--- src/rtl/tt_dfd_ffs_req_collector.sv ---
// tt_dfd_ffs_req_collector
// Per-source one-entry holding slots feeding an external find-first-set
// selector. The selector's pick is registered into an output stage with a
// valid/ready handshake. A per-slot age counter masks the request vector so
// that starved low-priority slots are forced through.
module tt_dfd_ffs_req_collector #(
    parameter int NUM_SRC      = 4,
    parameter int DATA_WIDTH   = 8,
    parameter int SRC_IDW      = ($clog2(NUM_SRC) > 1 ? $clog2(NUM_SRC) : 1),
    parameter int STARVE_LIMIT = 4
) (
    input  logic                            clk,
    input  logic                            reset,
    input  logic [NUM_SRC-1:0]              src_valid,
    output logic [NUM_SRC-1:0]              src_ready,
    input  logic [NUM_SRC*DATA_WIDTH-1:0]   src_data,
    output logic [NUM_SRC-1:0]              ffs_req,
    output logic [NUM_SRC*DATA_WIDTH-1:0]   ffs_data,
    input  logic                            ffs_any,
    input  logic [NUM_SRC-1:0]              ffs_sel,
    input  logic [DATA_WIDTH-1:0]           ffs_sel_data,
    input  logic [SRC_IDW-1:0]              ffs_sel_enc,
    output logic                            out_valid,
    input  logic                            out_ready,
    output logic [DATA_WIDTH-1:0]           out_data,
    output logic [SRC_IDW-1:0]              out_src,
    output logic                            starve_active
);

    localparam int AGE_W = (STARVE_LIMIT > 0) ? (($clog2(STARVE_LIMIT + 1) > 0) ? $clog2(STARVE_LIMIT + 1) : 1) : 1;
    localparam logic [AGE_W-1:0] AGE_MAX = AGE_W'(STARVE_LIMIT);
    localparam bit STARVE_EN = (STARVE_LIMIT != 0);

    // Saturating age increment; the counter parks at the starvation threshold.
    function automatic logic [AGE_W-1:0] age_sat_inc(input logic [AGE_W-1:0] a);
        return (a >= AGE_MAX) ? a : a + AGE_W'(1);
    endfunction

    logic [NUM_SRC-1:0]     pend_p0;
    logic [DATA_WIDTH-1:0]  slot_data_p0 [NUM_SRC];
    logic [AGE_W-1:0]       age_p0 [NUM_SRC];
    logic [NUM_SRC-1:0]     starving;
    logic [NUM_SRC-1:0]     accept;
    logic [NUM_SRC-1:0]     grant;
    logic                   load;

    logic                   vld_p1;
    logic [DATA_WIDTH-1:0]  out_data_p1;
    logic [SRC_IDW-1:0]     out_src_p1;

    // Handshake and grant decode; a slot being granted is still pending, so it cannot refill this cycle.
    always_comb begin
        src_ready = ~pend_p0 & {NUM_SRC{~reset}};
        accept    = src_valid & src_ready;
        load      = ffs_any & (~vld_p1 | out_ready);
        grant     = load ? ffs_sel : '0;
    end

    // Starvation detect and request masking toward the selector.
    always_comb begin
        starving = '0;
        for (int i = 0; i < NUM_SRC; i++) begin
            starving[i] = STARVE_EN & pend_p0[i] & (age_p0[i] == AGE_MAX);
        end
        starve_active = |starving;
        if (reset) begin
            ffs_req = '0;
        end else if (|starving) begin
            ffs_req = pend_p0 & starving;
        end else begin
            ffs_req = pend_p0;
        end
    end

    // Slot payloads go to the selector unmasked.
    always_comb begin
        ffs_data = '0;
        for (int i = 0; i < NUM_SRC; i++) begin
            ffs_data[i*DATA_WIDTH +: DATA_WIDTH] = slot_data_p0[i];
        end
    end

    // ---- stage p0: slot occupancy and ageing ----
    always_ff @(posedge clk) begin
        if (reset) begin
            pend_p0 <= '0;
            for (int i = 0; i < NUM_SRC; i++) begin
                age_p0[i] <= '0;
            end
        end else begin
            pend_p0 <= (pend_p0 & ~grant) | accept;
            for (int i = 0; i < NUM_SRC; i++) begin
                if (!pend_p0[i] || grant[i]) begin
                    age_p0[i] <= '0;
                end else begin
                    age_p0[i] <= age_sat_inc(age_p0[i]);
                end
            end
        end
    end

    // Slot payload capture on accept; contents are don't-care while the slot is empty.
    always_ff @(posedge clk) begin
        for (int i = 0; i < NUM_SRC; i++) begin
            if (accept[i]) begin
                slot_data_p0[i] <= src_data[i*DATA_WIDTH +: DATA_WIDTH];
            end
        end
    end

    // ---- stage p1: registered output with hold under backpressure ----
    always_ff @(posedge clk) begin
        if (reset) begin
            vld_p1      <= 1'b0;
            out_data_p1 <= '0;
            out_src_p1  <= '0;
        end else if (load) begin
            vld_p1      <= 1'b1;
            out_data_p1 <= ffs_sel_data;
            out_src_p1  <= ffs_sel_enc;
        end else if (out_ready) begin
            vld_p1      <= 1'b0;
        end
    end

    assign out_valid = vld_p1;
    assign out_data  = out_data_p1;
    assign out_src   = out_src_p1;

endmodule
--- config.mk ---
export PLATFORM = sky130hd
export DESIGN_NAME = tt_dfd_ffs_req_collector
export DESIGN_NICKNAME = d
export VERILOG_FILES = /design/src/rtl/tt_dfd_ffs_req_collector.sv
export SDC_FILE = /design/constraint.sdc
export NUM_CORES = 1
export LEC_CHECK = 0
export CELL_PAD_IN_SITES_DETAIL_PLACEMENT = 0
export CELL_PAD_IN_SITES_GLOBAL_PLACEMENT = 2
export CORE_MARGIN = 2
export CORE_UTILIZATION = 26
export DETAILED_ROUTE_END_ITERATION = 6
export GPL_ROUTABILITY_DRIVEN = 0
export PLACE_DENSITY_LB_ADDON = 0.1
export SLEW_MARGIN = 40
export SYNTH_ARGS = -nofsm -noshare
export SYNTH_HDL_FRONTEND = slang
export SYNTH_SLANG_ARGS = --single-unit
--- constraint.sdc ---
create_clock -name clk -period 1.8 [get_ports clk]
set_clock_uncertainty 0.1 [all_clocks]
set_input_delay 0.36 -clock clk [delete_from_list [all_inputs] [get_ports clk]]
set_output_delay 0.36 -clock clk [all_outputs]
set_load 0.1 [all_outputs]
### Word level (Yosys, flattened, before mapping)

Memory sizes are Yosys's and may differ from the RTL's.
Cells that the tools add are included.

* bitwise operators: 23
* $add $sub $neg: 4
* mux-type cells: 51
* reductions and logical operators: 10
* order comparisons: 4
* equal/unequal tests: 4

Operator list (count)
* 1-bit two-way mux: 36
* 3-bit two-way mux: 12
* 4-bit AND: 4
* 3-bit by 1-bit adder with 3-bit output, second input constant: 4
* 3-bit equality test, second input constant: 4
* 3-bit greater-or-equal comparator, second input constant: 4
* 4-bit two-way mux: 3
* 1-bit OR: 9
* 4-bit NOT: 2
* 1-bit AND: 5
* 1-bit logical NOT: 4
* 1-bit logical OR: 4
* 4-bit OR: 1
* 4-bit OR reduction: 1
* 1-bit NOT: 2
* 2-bit nonzero test: 1

* register bits after elaboration: 15
* memories kept: 2
* bits in writable memories: 44

Memories
* slot_data_p0: depth 4, width 8, rd ports 4, clocked after Yosys merged registers in 0, write ports 4, RTL line 40 `logic [DATA_WIDTH-1:0] slot_data_p0 [NUM_SRC];`
* age_p0: depth 4, width 3, rd ports 4, clocked after Yosys merged registers in 0, write ports 4, RTL line 41 `logic [AGE_W-1:0] age_p0 [NUM_SRC];`

### Longest topological paths before layout

* depth in word-level cells: 10
* mapped depth: 5
* depth with buffers taken out: 5

### Worst setup path after synthesis

Ideal clock, no wire load.

* path type: in2reg
* from: in reset
* to: mem slot_data_p0[1][0] (enable)
* stages: 3
* path buffers: 1
* path slack: -0.837 ns
* library setup time: 0.335 ns
* data arrival time: 2.202 ns
* cells stage by stage: buf_6 nor2_1 and2_1

RTL lines
* from (decl): RTL line 13 `input logic reset,`
* to (decl): RTL line 40

==> results.txt <==
CP max stage cell: edfxtp_1
register area: 0.00162 mm²
startpoint type of the worst setup path: flip-flop
pwr/cell area: 819 mW/mm²
Core Box Area: 0.00876 mm²
crit end category: primary output
CP startpoint: age_p0[2][0]$_SDFFCE_PN0P_
maxcap violations: 0
gr busiest metal: met2
reg2reg end: out_src[0]$_SDFFE_PP0N_
CP arrival: 1630 ps
Crit path required time: 1340 ps
hold path start: out_data[5]$_SDFFE_PP0N_
Clock Pin Slew Worst Setup and Hold Paths: 60 ps
worst r2r src: out_valid$_SDFFE_PP0P_
unrepaired setup endpoints after global routing: true
worst-skew pair later-pin latency: 330 ps
VDD IR-drop max: 398 µV
TritonCTS clock tree: built
failing checks: negative setup slack
hold path depth: 2
ANT nets after route: 0
Tot Pwr: 0.00381 W
Nets: 371
most common library cell in the layout ignoring fill and taps: buf_12
critical path fanouts, max: 4
number of global-route vias before repair: 1847
Total Wirelength: 6.06 mm
Via Count: 1813
Yosys warning count: 0
Util after Layout: 0.531
hpwl dp: 4.47 mm
endpoints failing hold: 0
final non-filler cell total: 422
Leakage Power: 1.84 nW
Initial Util: 0.269
R2R setup slack: 320 ps
cts bufs inserted: 9
Bufs on Longest Clock Path: 2
Overflow after GRT: 0
met1 Use GR: 0.153
Yosys top cell by area: edfxtp_1
ratio of cells with drive above 1 in the final layout: 0.430
# port buffers: 105
Fillers: 751
H-tree levels: 3
Sink Count: 59
Iter 0 DRT Violations: 40
multiplexer share of the synthesized area: 0
Critical Path Max Stage Delay: 410 ps
post-synthesis sequential area ratio: 0.688
gr usage total: 0.128
HP Class: flip-flop to flip-flop
Routed wire per std cell: 14.4 µm
min Tclk post-route: 2090 ps
status: complete, but fails checks
flops & latches, synth: 59
Worst Tran Pin Value: 770 ps
Hold Buf Count CTS: 0
Synth top area share: 0.560
Syn Std Cell Area: 0.00236 mm²
max-slew violations: 0
vias per cell: 4.30
Gate Count Post-Synth: 168
initial antenna violation count: 0
fin crit share: 1.16
syn avg cell area: 14.0 µm²
Finish-stage setup viols: 5
critical-path cell list: inv_2 > ha_4 > nand3_4 > a32oi_2 > buf_4 > nor2_4 > buf_12
xor/xnor cell area share of the yosys netlist: 0.0149
# IOs: 106
Site Rows: 34
Setup CP Type: flip-flop to primary output
FMAX: 479 MHz
Die Span X: 99.2 µm
Final WS setup: -287 ps
GR Layer Usage met3: 0.0372
Layout area overhead: 97.3%
DRT Pass-1 Iters: 4
largest family of logic cells by synthesized area: simple AND/OR/NAND/NOR gates
M2 GR Usage: 0.212
WHS: 406 ps
Compound-Gate Fraction of Synth Area: 0.0822
Worst Hold End: out_data[5]$_SDFFE_PP0N_
footprint of the multi-input gates: 823 µm²
DP Cell Count: 399
drt drc: 0
die height: 99.2 µm
Slew headroom: 0.485
largest net degree at the start of global routing: 12
library cells used by synthesis: 24
Die ar.: 0.00985 mm²
first-pass GRT wire length: 9.53 mm
Ant. Diodes: 0
path depth of the worst reg2reg path: 3
Syn Nets: 230
Root Driver: clkbuf_8
Adder-Cell Fraction of Synth Area: 0.0424
commonest non-fill, non-tap cells in the layout: 53 x buf_12, 52 x clkdlybuf4s50_1, 44 x edfxtp_1, 29 x buf_4, 16 x and2_1
Post-Synth Simple-Gate Area: 0.137
top cells by area, synth: edfxtp_1 56%, dfxtp_1 13%, and2_1 4.2%
[worst max-delay path by stage]
stage | endpoint | cells after the start
2_1_floorplan | slot_data_p0[1][0]$_DFFE_PP_ | 3
3_3_place_gp | out_data[7]$_SDFFE_PP0N_ | 6
3_5_place_dp | out_src[0]$_SDFFE_PP0N_ | 6
4_1_cts | ffs_req[0] | 7
5_1_grt | ffs_req[0] | 7
6_report | ffs_req[0] | 7
[stage by stage]
step / setup WS, ps / cell area [µm²] / TNS [ps]
floorplan: -326 / 2430 / -8590
global placement: -150 / 4280 / -7050
detailed placement: -166 / 4280 / -7010
CTS: -309 / 4620 / -1190
global route: -367 / 4650 / -1480
finish: -287 / 4650 / -1110
[worst max-delay path, delay by kind of cell (launching register included)]
family	cells	cell delay, ps
flip-flops	1	410
buffers and inverters	3	400
AO/OA/AOI/OAI	1	220
adder cells (fa/ha/maj)	1	150
AND/OR/NAND/NOR	2	130
[layout make-up]
type | count | share of cell area
Clock inverter | 3 | 0.00833
Clock buffer | 13 | 0.0341
Multi-Input combinational cell | 94 | 0.177
Sequential cell | 59 | 0.349
Timing Repair Buffer | 136 | 0.396
Inverter | 9 | 0.00726
Tap cell | 108 | 0.0290
[logic make-up (layout without fill, tap and decap cells)]
| group | Yosys count | in the layout |
|---|---|---|
| fa+ha+maj | 8 | 8 |
| flops | 59 | 59 |
| buf+inv | 15 | 161 |
| compound gates | 29 | 29 |
| simple gates | 53 | 53 |
| xor+xnor | 4 | 4 |
[state kept, by name, indices dropped and copies added (netlist names)]
name	flops
out_valid	1
out_data	8
slot_data_p0	32
age_p0	12
pend_p0	4
out_src	2
[cells in the mapped netlist (all sizes together)]
master,instances
buf,5
a31oi,4
nor2,8
or2,4
a21oi,11
dfxtp,15
a32oi,4
inv,9
ha,8
edfxtp,44
and2,16
nand4,1
clkbuf,1
nand2b,5
o21ai,10
nand3,14
nor2b,1
xor2,4
nand2,4
[report_power, final]
part           leakage [nW]  switching, W  internal [W]  total [W]
clock                 0.101      0.000487      0.000709    0.00120
combinational          1.17      0.000588      0.000437    0.00102
sequential            0.568     0.0000613       0.00153    0.00159
total                  1.84       0.00114       0.00268    0.00381
[repair_timing]
action / CTS / global route
resized for setup: 20 / 2
pin swaps: 7 / 4
endpoints found under the setup margin: 8 / 7
buffers inserted: 2 / 4
hold endpoints to repair: 0 / 0
cloned: 1 / 0
[metal layers]
layer | part of all wire | up-vias
li1 | - | 894
met1 | 0.40 | 864
met2 | 0.52 | 47
met3 | 0.058 | 8
met4 | 0.014 | 0
met5 | 0 | -
No activity file was read; power rests on OpenSTA's default activity.
